## config.mk

```make
export PLATFORM = sky130hd
export DESIGN_NAME = pc_gen_unit_flat
export DESIGN_NICKNAME = d
export VERILOG_FILES = /design/src/rtl/pc_gen_unit_if.sv /design/src/rtl/pc_gen_unit.sv /design/src/flat_wrapper.sv
export SDC_FILE = /design/constraint.sdc
export NUM_CORES = 1
export LEC_CHECK = 0
export ABC_AREA = 1
export BUFFER_PORTS_ARGS = -buffer_cell sky130_fd_sc_hd__buf_4
export CAP_MARGIN = 20
export CORE_MARGIN = 3
export CORE_UTILIZATION = 45
export DETAILED_ROUTE_END_ITERATION = 12
export PLACE_DENSITY = 0.72
export SLEW_MARGIN = 10
export SYNTH_ARGS = -nofsm -noshare
export SYNTH_HDL_FRONTEND = slang
export SYNTH_SLANG_ARGS = --single-unit
```

## constraint.sdc

```tcl
create_clock -name clock -period 1.95 [get_ports clock]
set_input_delay 0.0975 -clock clock [delete_from_list [all_inputs] [get_ports clock]]
set_output_delay 0.0975 -clock clock [all_outputs]
set_load 0.03 [all_outputs]
```

## src/rtl/pc_gen_unit_if.sv

```systemverilog
// Fetch-PC generator bundle: control/redirect/RAS inputs and PC/status outputs.
`timescale 1ns/1ps
interface pc_gen_unit_if #(
  parameter int XLEN = 32
);
  logic            en;
  logic            stall;
  logic            trap_req;
  logic            redirect_valid;
  logic [XLEN-1:0] redirect_addr;
  logic            ras_push;
  logic [XLEN-1:0] ras_push_addr;
  logic            ras_pop;
  logic [XLEN-1:0] pc;
  logic [XLEN-1:0] pc_plus;
  logic            flush_out;
  logic            redirect_pend;
  logic            misalign_err;
  logic            ras_empty;

  modport master (
    output en, stall, trap_req, redirect_valid, redirect_addr,
           ras_push, ras_push_addr, ras_pop,
    input  pc, pc_plus, flush_out, redirect_pend, misalign_err, ras_empty
  );

  modport slave (
    input  en, stall, trap_req, redirect_valid, redirect_addr,
           ras_push, ras_push_addr, ras_pop,
    output pc, pc_plus, flush_out, redirect_pend, misalign_err, ras_empty
  );
endinterface

```

## src/rtl/pc_gen_unit.sv

```systemverilog
// Fetch PC generator: trap > redirect > deferred redirect > RAS pop > PC+INSTR_BYTES.
// Optional return-address stack is built when PC_RAS_EN is defined.
`timescale 1ns/1ps
module pc_gen_unit #(
  parameter int              XLEN         = 32,
  parameter logic [XLEN-1:0] RESET_VECTOR = XLEN'(32'h0000_0000),
  parameter logic [XLEN-1:0] TRAP_VECTOR  = XLEN'(32'h0000_0100),
  parameter int              INSTR_BYTES  = 4,
  parameter int              RAS_DEPTH    = 4
) (
  input  logic         clock,
  input  logic         reset_n,
  pc_gen_unit_if.slave bus
);

  localparam logic [XLEN-1:0] INCR       = XLEN'(INSTR_BYTES);
  localparam logic [XLEN-1:0] ALIGN_MASK = XLEN'(INSTR_BYTES - 1);

  logic [XLEN-1:0] pc_reg, pc_next;
  logic [XLEN-1:0] pend_addr_reg, pend_addr_next;
  logic            pend_valid_reg, pend_valid_next;
  logic            pend_trap_reg, pend_trap_next;
  logic            flush_reg, flush_next;
  logic            misalign_reg, misalign_next;
  logic [XLEN-1:0] pc_plus;
  logic [XLEN-1:0] target;
  logic            load_target;
  logic            advance;
  logic            ras_pop_hit;
  logic [XLEN-1:0] ras_top_val;

  assign advance = bus.en & ~bus.stall;
  assign pc_plus = pc_reg + INCR;

`ifdef PC_RAS_EN
  localparam int PTR_W = (RAS_DEPTH > 1) ? $clog2(RAS_DEPTH) : 1;
  localparam int CNT_W = $clog2(RAS_DEPTH + 1);

  logic [XLEN-1:0]  ras_mem [RAS_DEPTH];
  logic [PTR_W-1:0] ras_top_reg, ras_top_next, ras_wr_ptr;
  logic [CNT_W-1:0] ras_cnt_reg, ras_cnt_next;
  logic             ras_nonempty, ras_do_pop, ras_do_push, ras_we;

  function automatic logic [PTR_W-1:0] ptr_inc(input logic [PTR_W-1:0] p);
    return (p == PTR_W'(RAS_DEPTH - 1)) ? '0 : p + 1'b1;
  endfunction

  function automatic logic [PTR_W-1:0] ptr_dec(input logic [PTR_W-1:0] p);
    return (p == '0) ? PTR_W'(RAS_DEPTH - 1) : p - 1'b1;
  endfunction

  assign ras_nonempty = (ras_cnt_reg != '0);
  assign ras_top_val  = ras_mem[ras_top_reg];
  assign ras_pop_hit  = advance & bus.ras_pop & ras_nonempty;
  // A live trap/redirect means the popped return was on a squashed path.
  assign ras_do_pop   = ras_pop_hit & ~bus.trap_req & ~bus.redirect_valid;
  assign ras_do_push  = advance & bus.ras_push;

  always_comb begin
    ras_top_next = ras_top_reg;
    ras_cnt_next = ras_cnt_reg;
    ras_wr_ptr   = ras_top_reg;
    ras_we       = 1'b0;
    if (ras_do_push && ras_do_pop) begin
      ras_we = 1'b1;
    end else if (ras_do_push) begin
      ras_wr_ptr   = ptr_inc(ras_top_reg);
      ras_we       = 1'b1;
      ras_top_next = ras_wr_ptr;
      if (ras_cnt_reg != CNT_W'(RAS_DEPTH)) begin
        ras_cnt_next = ras_cnt_reg + 1'b1;
      end
    end else if (ras_do_pop) begin
      ras_top_next = ptr_dec(ras_top_reg);
      ras_cnt_next = ras_cnt_reg - 1'b1;
    end
  end

  always_ff @(negedge clock) begin
    if (ras_we) begin
      ras_mem[ras_wr_ptr] <= bus.ras_push_addr;
    end
  end

  always_ff @(negedge clock or negedge reset_n) begin
    if (!reset_n) begin
      ras_top_reg <= PTR_W'(RAS_DEPTH - 1);
      ras_cnt_reg <= '0;
    end else begin
      ras_top_reg <= ras_top_next;
      ras_cnt_reg <= ras_cnt_next;
    end
  end

  assign bus.ras_empty = ~ras_nonempty;
`else
  logic ras_unused;
  assign ras_unused    = ^{bus.ras_push, bus.ras_pop, bus.ras_push_addr};
  assign ras_pop_hit   = 1'b0;
  assign ras_top_val   = '0;
  assign bus.ras_empty = 1'b1;
`endif

  always_comb begin
    pc_next         = pc_reg;
    pend_valid_next = pend_valid_reg;
    pend_trap_next  = pend_trap_reg;
    pend_addr_next  = pend_addr_reg;
    flush_next      = 1'b0;
    misalign_next   = 1'b0;
    target          = pc_plus;
    load_target     = 1'b0;
    if (advance) begin
      pend_valid_next = 1'b0;
      pend_trap_next  = 1'b0;
      if (bus.trap_req) begin
        target      = TRAP_VECTOR;
        load_target = 1'b1;
      end else if (bus.redirect_valid) begin
        target      = bus.redirect_addr;
        load_target = 1'b1;
      end else if (pend_valid_reg) begin
        target      = pend_addr_reg;
        load_target = 1'b1;
      end else if (ras_pop_hit) begin
        target      = ras_top_val;
        load_target = 1'b1;
      end
      if (load_target) begin
        pc_next       = target & ~ALIGN_MASK;
        flush_next    = 1'b1;
        misalign_next = |(target & ALIGN_MASK);
      end else begin
        pc_next = pc_plus;
      end
    end else if (bus.trap_req) begin
      pend_valid_next = 1'b1;
      pend_trap_next  = 1'b1;
      pend_addr_next  = TRAP_VECTOR;
    end else if (bus.redirect_valid && !(pend_valid_reg && pend_trap_reg)) begin
      // A deferred trap must never be displaced by a later branch.
      pend_valid_next = 1'b1;
      pend_trap_next  = 1'b0;
      pend_addr_next  = bus.redirect_addr;
    end
  end

  always_ff @(negedge clock or negedge reset_n) begin
    if (!reset_n) begin
      pc_reg         <= RESET_VECTOR;
      pend_valid_reg <= 1'b0;
      pend_trap_reg  <= 1'b0;
      pend_addr_reg  <= '0;
      flush_reg      <= 1'b0;
      misalign_reg   <= 1'b0;
    end else begin
      pc_reg         <= pc_next;
      pend_valid_reg <= pend_valid_next;
      pend_trap_reg  <= pend_trap_next;
      pend_addr_reg  <= pend_addr_next;
      flush_reg      <= flush_next;
      misalign_reg   <= misalign_next;
    end
  end

  assign bus.pc            = pc_reg;
  assign bus.pc_plus       = pc_plus;
  assign bus.flush_out     = flush_reg;
  assign bus.redirect_pend = pend_valid_reg;
  assign bus.misalign_err  = misalign_reg;

endmodule

```

## src/flat_wrapper.sv

```systemverilog
// flat-port wrapper written by rule: the top's interface ports become plain ports
module pc_gen_unit_flat 
#(
  parameter int              XLEN         = 32,
  parameter logic [XLEN-1:0] RESET_VECTOR = XLEN'(32'h0000_0000),
  parameter logic [XLEN-1:0] TRAP_VECTOR  = XLEN'(32'h0000_0100),
  parameter int              INSTR_BYTES  = 4,
  parameter int              RAS_DEPTH    = 4
)
  (clock, reset_n, bus_en, bus_stall, bus_trap_req, bus_redirect_valid, bus_redirect_addr, bus_ras_push, bus_ras_push_addr, bus_ras_pop, bus_pc, bus_pc_plus, bus_flush_out, bus_redirect_pend, bus_misalign_err, bus_ras_empty);
  pc_gen_unit_if #(.XLEN(XLEN)) bus_i ();
  input  logic clock;
  input  logic reset_n;
  input wire logic [$bits(bus_i.en)-1:0] bus_en;
  input wire logic [$bits(bus_i.stall)-1:0] bus_stall;
  input wire logic [$bits(bus_i.trap_req)-1:0] bus_trap_req;
  input wire logic [$bits(bus_i.redirect_valid)-1:0] bus_redirect_valid;
  input wire logic [$bits(bus_i.redirect_addr)-1:0] bus_redirect_addr;
  input wire logic [$bits(bus_i.ras_push)-1:0] bus_ras_push;
  input wire logic [$bits(bus_i.ras_push_addr)-1:0] bus_ras_push_addr;
  input wire logic [$bits(bus_i.ras_pop)-1:0] bus_ras_pop;
  output wire logic [$bits(bus_i.pc)-1:0] bus_pc;
  output wire logic [$bits(bus_i.pc_plus)-1:0] bus_pc_plus;
  output wire logic [$bits(bus_i.flush_out)-1:0] bus_flush_out;
  output wire logic [$bits(bus_i.redirect_pend)-1:0] bus_redirect_pend;
  output wire logic [$bits(bus_i.misalign_err)-1:0] bus_misalign_err;
  output wire logic [$bits(bus_i.ras_empty)-1:0] bus_ras_empty;
  assign bus_i.en = bus_en;
  assign bus_i.stall = bus_stall;
  assign bus_i.trap_req = bus_trap_req;
  assign bus_i.redirect_valid = bus_redirect_valid;
  assign bus_i.redirect_addr = bus_redirect_addr;
  assign bus_i.ras_push = bus_ras_push;
  assign bus_i.ras_push_addr = bus_ras_push_addr;
  assign bus_i.ras_pop = bus_ras_pop;
  assign bus_pc = bus_i.pc;
  assign bus_pc_plus = bus_i.pc_plus;
  assign bus_flush_out = bus_i.flush_out;
  assign bus_redirect_pend = bus_i.redirect_pend;
  assign bus_misalign_err = bus_i.misalign_err;
  assign bus_ras_empty = bus_i.ras_empty;
  pc_gen_unit #(.XLEN(XLEN), .RESET_VECTOR(RESET_VECTOR), .TRAP_VECTOR(TRAP_VECTOR), .INSTR_BYTES(INSTR_BYTES), .RAS_DEPTH(RAS_DEPTH)) u_core (.clock(clock), .reset_n(reset_n), .bus(bus_i));
endmodule
```

==> results of run 1 <==
-- report_power, final --
part | total, W | internal, W | switching (W)
logic | 0.00208 | 0.000929 | 0.00115
clock network | 0.00131 | 0.000717 | 0.000596
registers | 0.00166 | 0.00154 | 0.000121
-- path summary, 6_finish.rpt --
| kind | startpoint | to | slack [ps] | cells after the start |
|---|---|---|---|---|
| max | u_core.bus.pc[2] | bus_pc_plus[20] | -1070 | 9 |
| max in group asynchronous | reset_n | u_core.bus.pc[14] | 1000 | 2 |
| min in group asynchronous | reset_n | u_core.pend_addr_reg[1] | 610 | 2 |
| min reg2reg | u_core.pend_addr_reg[28] | u_core.pend_addr_reg[28] | 490 | 2 |
| min | u_core.pend_addr_reg[28] | u_core.pend_addr_reg[28] | 490 | 2 |
| max reg2reg | u_core.bus.pc[5] | u_core.bus.pc[19] | -950 | 21 |
-- synth_stat cells, drive strengths merged (4+ instances only) --
cell	count	area, sq um
xnor2	4	35.0
xor2	8	108
clkbuf	26	97.6
a21oi	45	229
nand3	81	405
and2	4	25.0
nand2	207	795
inv	68	255
nor2	51	254
o211ai	6	45.0
buf	10	57.6
dfrtn	66	1650
o21ai	47	235
-- kinds of logic (layout without fill, tap and decap cells) --
| logic type | after synthesis | in the layout |
|---|---|---|
| compound gates | 103 | 103 |
| xor+xnor | 12 | 12 |
| fa+ha+maj | 1 | 1 |
| buf+inv | 105 | 322 |
| flops | 66 | 66 |
| other cells | 2 | 5 |
| simple gates | 349 | 349 |
-- per-stage QoR --
step                      std cells  power [W]  instance area [sq um]
final                           987    0.00505                   7160
after global placement          920    0.00333                   5940
after CTS                       971    0.00494                   6890
after floorplan                 641    0.00263                   4540
after global routing            987    0.00528                   7160
after detailed placement        920    0.00336                   5940
-- metal layers --
layer	part of all wire [%]	vias up	global-route usage (%)
li1	-	2451	-
met1	42	2444	35.7
met2	49	229	48.2
met3	6.6	37	5.55
met4	2.4	0	8.07
met5	0	-	0
-- critical path: stages (launching register included) --
cell,delay [ps]
dfrtn_1,470
ha_4,170
nand2_4,50
nor2_4,150
nand2_4,110
nor2_4,250
nand2_1,100
nand2_1,100
nand2_2,70
buf_6,140
-- area by class of cell --
cell class	instances	area [sq um]	area share [%]
multi-input combinational	470	2680	37.4
tap	129	161	2.25
inverter	69	260	3.64
sequential	66	1650	23.1
clock buffer	9	124	1.73
timing repair buffer	237	2190	30.6
clock inverter	7	93.8	1.31
-- repair_timing --
action                     CTS  global route
setup buffers               40            23
pin swaps                   29            35
hold buffers                 0             0
resized for setup          115            42
setup endpoints to repair   64            80
==> flow_summary.json, run 1 <==
{
  "hp-class": "register to register",
  "start_util_pct": 46.5,
  "die_w_um": 104,
  "gp_congestion": 0.901,
  "place.port_buffers": 100,
  "largest_register_ffs": 32,
  "root_buffer": "clkbuf_8",
  "rsz0062_at_grt": "yes",
  "grt_pass1_vias": 5103,
  "violations": "negative setup slack",
  "synthFlopType": "dfrtn_1",
  "ys_async_sr_fraction_pct": 100,
  "synth_area_per_cell_sq_um": 6.73,
  "antenna_cells": 0,
  "post-route-drc-count": 0,
  "finalSetupViolations": 67,
  "skew_ps": 9.63,
  "hpwl_mm": 10.3,
  "synth-edff-count": 0,
  "slew_viol_final": 0,
  "cts_buffers": 9,
  "powerDensity_nw_per_um2": 706,
  "die_area_sq_um": 10800,
  "final_util_pct": 77.5,
  "clk_path_buf_depth": 2,
  "antenna_found_initial": 0,
  "yosysUniqueCellTypes": 33,
  "synth_xor_xnor_area_share_pct": 3.32,
  "syn_area_sq_um": 4290,
  "outcome": "complete, but fails checks",
  "area_growth_pct": 66.7,
  "wl_per_cell_um": 16.1,
  "synth_adder_area_share_pct": 0.291,
  "synthMuxAreaShare_pct": 0,
  "leakagePower_nw": 3.52,
  "arrival_ps": 2920,
  "io_pins": 140,
  "cts_tree": "built",
  "yosysSeqAreaShare_pct": 38.5,
  "yosys.area_share.simple_pct": 35.3,
  "layout_commonest_cell": "nand2_1",
  "synthCells": 638,
  "dp_slack_ps": -745,
  "dr.pass1.iters": 5,
  "fill_cells": 652,
  "synth_compound_area_share_pct": 12.8,
  "grt_pass1_wl_mm": 24.7,
  "post_route_cells_drive_above_1_share_pct": 41.1,
  "layout_common_cells": "nand2_1 (163), buf_4 (141), buf_6 (90)",
  "start_kind": "register",
  "synth_top_family_by_area": "simple AND/OR/NAND/NOR gates",
  "setup_tns_ps": -35290,
  "grt-ovfl-total": 0,
  "nets": 926,
  "vias": 5161,
  "critPathKind": "register to primary output",
  "grt_start_max_net_pins": 67,
  "routed_wl_mm": 15.9,
  "core_sq_um": 9240,
  "irDropWorstVdd_uv": 378,
  "hold_violations": 0,
  "cap_violations": 0,
  "ant_nets": 0,
  "critical_path_required_ps": 1850,
  "insertion_delay_ps": 340,
  "grt_use_total_pct": 27.9,
  "yosys_warnings": 0,
  "path_clk_slew_ps": 50,
  "h-tree-depth": 3,
  "die_h_um": 104,
  "clock_sinks": 66,
  "whs_ps": 491,
  "synth_seq_cells": 66,
  "cp_max_fo": 5,
  "fp-row-count": 35,
  "endpoint_kind": "primary output",
  "finalWorstSetupSlack_ps": -1070,
  "drtIter0Drc": 355,
  "routed_via_density": 5.23
}
Power figures use the tool's default switching activity.
==> run 2: changes to the inputs <==
CORE_ASPECT_RATIO = 0.7   (was default)
clock period = 2.9 ns   (was 1.95 ns; I/O delays follow)
==> flow_summary.json, run 2 (synthesis results as in run 1) <==
{
  "outcome": "complete, but fails checks",
  "violations": "negative setup slack",
  "io_pins": 140,
  "min_path_cells": 2,
  "layout_common_cells": "buf_4 (195), nand2_1 (161), nand3_1 (72)",
  "post-route-drc-count": 0,
  "die_w_um": 123,
  "post_route_cells_drive_above_1_share_pct": 42.3,
  "setup_tns_ps": -18380,
  "start_util_pct": 46.8,
  "worst_pin_slew_ps": 534,
  "ant_nets": 0,
  "skew_ps": 4.34,
  "holdPathEnd": "u_core.pend_addr_reg[6]",
  "fp-row-count": 29,
  "worst_r2r_path_depth": 30,
  "r2r-start": "u_core.bus.pc[2]",
  "grt_use_total_pct": 30.9,
  "antenna_cells": 0,
  "gp_congestion": 0.945,
  "path_clk_slew_ps": 40,
  "cts_buffers": 9,
  "irDropWorstVdd_uv": 344,
  "ctsHoldBuffers": 0,
  "r2r-end": "u_core.bus.pc[28]",
  "nets": 940,
  "hp-class": "register to register",
  "start_kind": "register",
  "powerDensity_nw_per_um2": 503,
  "die_h_um": 87.7,
  "insertion_delay_ps": 350,
  "slew_headroom_pct": 64.4,
  "cap_violations": 0,
  "vias": 5660,
  "use_met1_pct": 41.2,
  "place.port_buffers": 100,
  "finalWorstSetupSlack_ps": -744,
  "cts_tree": "built",
  "drtIter0Drc": 654,
  "grt-ovfl-total": 0,
  "die_area_sq_um": 10800,
  "p_total_w": 0.00360,
  "dr.pass1.iters": 5,
  "arrival_ps": 3500,
  "met3_usage_pct": 7.04,
  "slew_viol_final": 0,
  "antenna_found_initial": 0,
  "largest_register_ffs": 32,
  "wl_per_cell_um": 18.7,
  "critical_path_required_ps": 2760,
  "rsz0062_at_grt": "yes",
  "cp_max_fo": 5,
  "finalSetupViolations": 31,
  "layout_commonest_cell": "buf_4",
  "grt_pass1_wl_mm": 25.7,
  "root_buffer": "clkbuf_16",
  "clock_sinks": 66,
  "critPathKind": "register to primary output",
  "core_sq_um": 9180,
  "hpwl_mm": 10.2,
  "grt_start_max_net_pins": 67,
  "area_growth_pct": 66.8,
  "endpoint_kind": "primary output",
  "clk_path_buf_depth": 2,
  "leakagePower_nw": 3.58,
  "routed_wl_mm": 18.6,
  "dp_slack_ps": -304,
  "hold_violations": 0,
  "routed_via_density": 5.68,
  "grt_use_met2_pct": 48.1,
  "h-tree-depth": 3,
  "top_usage_layer": "met2",
  "grt_pass1_vias": 5091,
  "final_util_pct": 78.0,
  "min_from": "u_core.pend_addr_reg[6]",
  "rrSetupSlack_ps": -610
}
## run 2: layout make-up
class | count | area, sq um
multi-input cells | 470 | 2680
repair buffers | 251 | 2140
well taps | 124 | 155
flip-flops and latches | 66 | 1650
inverters | 69 | 259
clock inverters | 5 | 28.8
fillers | 576 | 2020
clock buffers | 11 | 253
## run 2: worst max-delay path by stage
stage | startpoint | depth (start not counted) | to
2_1_floorplan | u_core.bus.pc[2] | 6 | bus_pc_plus[18]
3_3_place_gp | u_core.bus.pc[2] | 9 | bus_pc_plus[26]
3_5_place_dp | u_core.bus.pc[2] | 9 | bus_pc_plus[26]
4_1_cts | u_core.bus.pc[2] | 9 | bus_pc_plus[28]
5_1_grt | u_core.bus.pc[9] | 9 | bus_pc_plus[26]
6_report | u_core.bus.pc[7] | 9 | bus_pc_plus[26]
## run 2: per-layer routing
metal | vias up | routed length [um]
met5 | - | 0
met4 | 0 | 1020
met3 | 114 | 2000
met2 | 439 | 8440
met1 | 2626 | 7170
li1 | 2481 | -
## run 2: timing repair
item,in CTS,in global routing
gates resized for setup,66,52
buffers inserted,55,26
pin swaps,36,33
endpoints found under the setup margin,28,32
## run 2: through the flow
step | cell area [sq um] | instances | hold slack (ps)
global placement | 5850 | 904 | 480
CTS | 6820 | 975 | 488
finish | 7160 | 996 | 485
global route | 7160 | 996 | 510
detailed placement | 5850 | 904 | 488
floorplan | 4460 | 641 | 463
## run 2: power by group
part	internal (W)	switching (W)	leakage [nW]
Clock	0.000620	0.000433	0.145
Sequential	0.00104	0.0000832	0.847
Combinational	0.000614	0.000816	2.59
## run 2: worst max-delay path, cell delays in order (launching register included)
cell     delay, ps
dfrtn_1        520
nand2_2        150
nor2_4         180
nand2_4        100
buf_6          130
nor2_4         220
nand2_1        100
nand2_2        110
nand2_4         50
buf_6          130
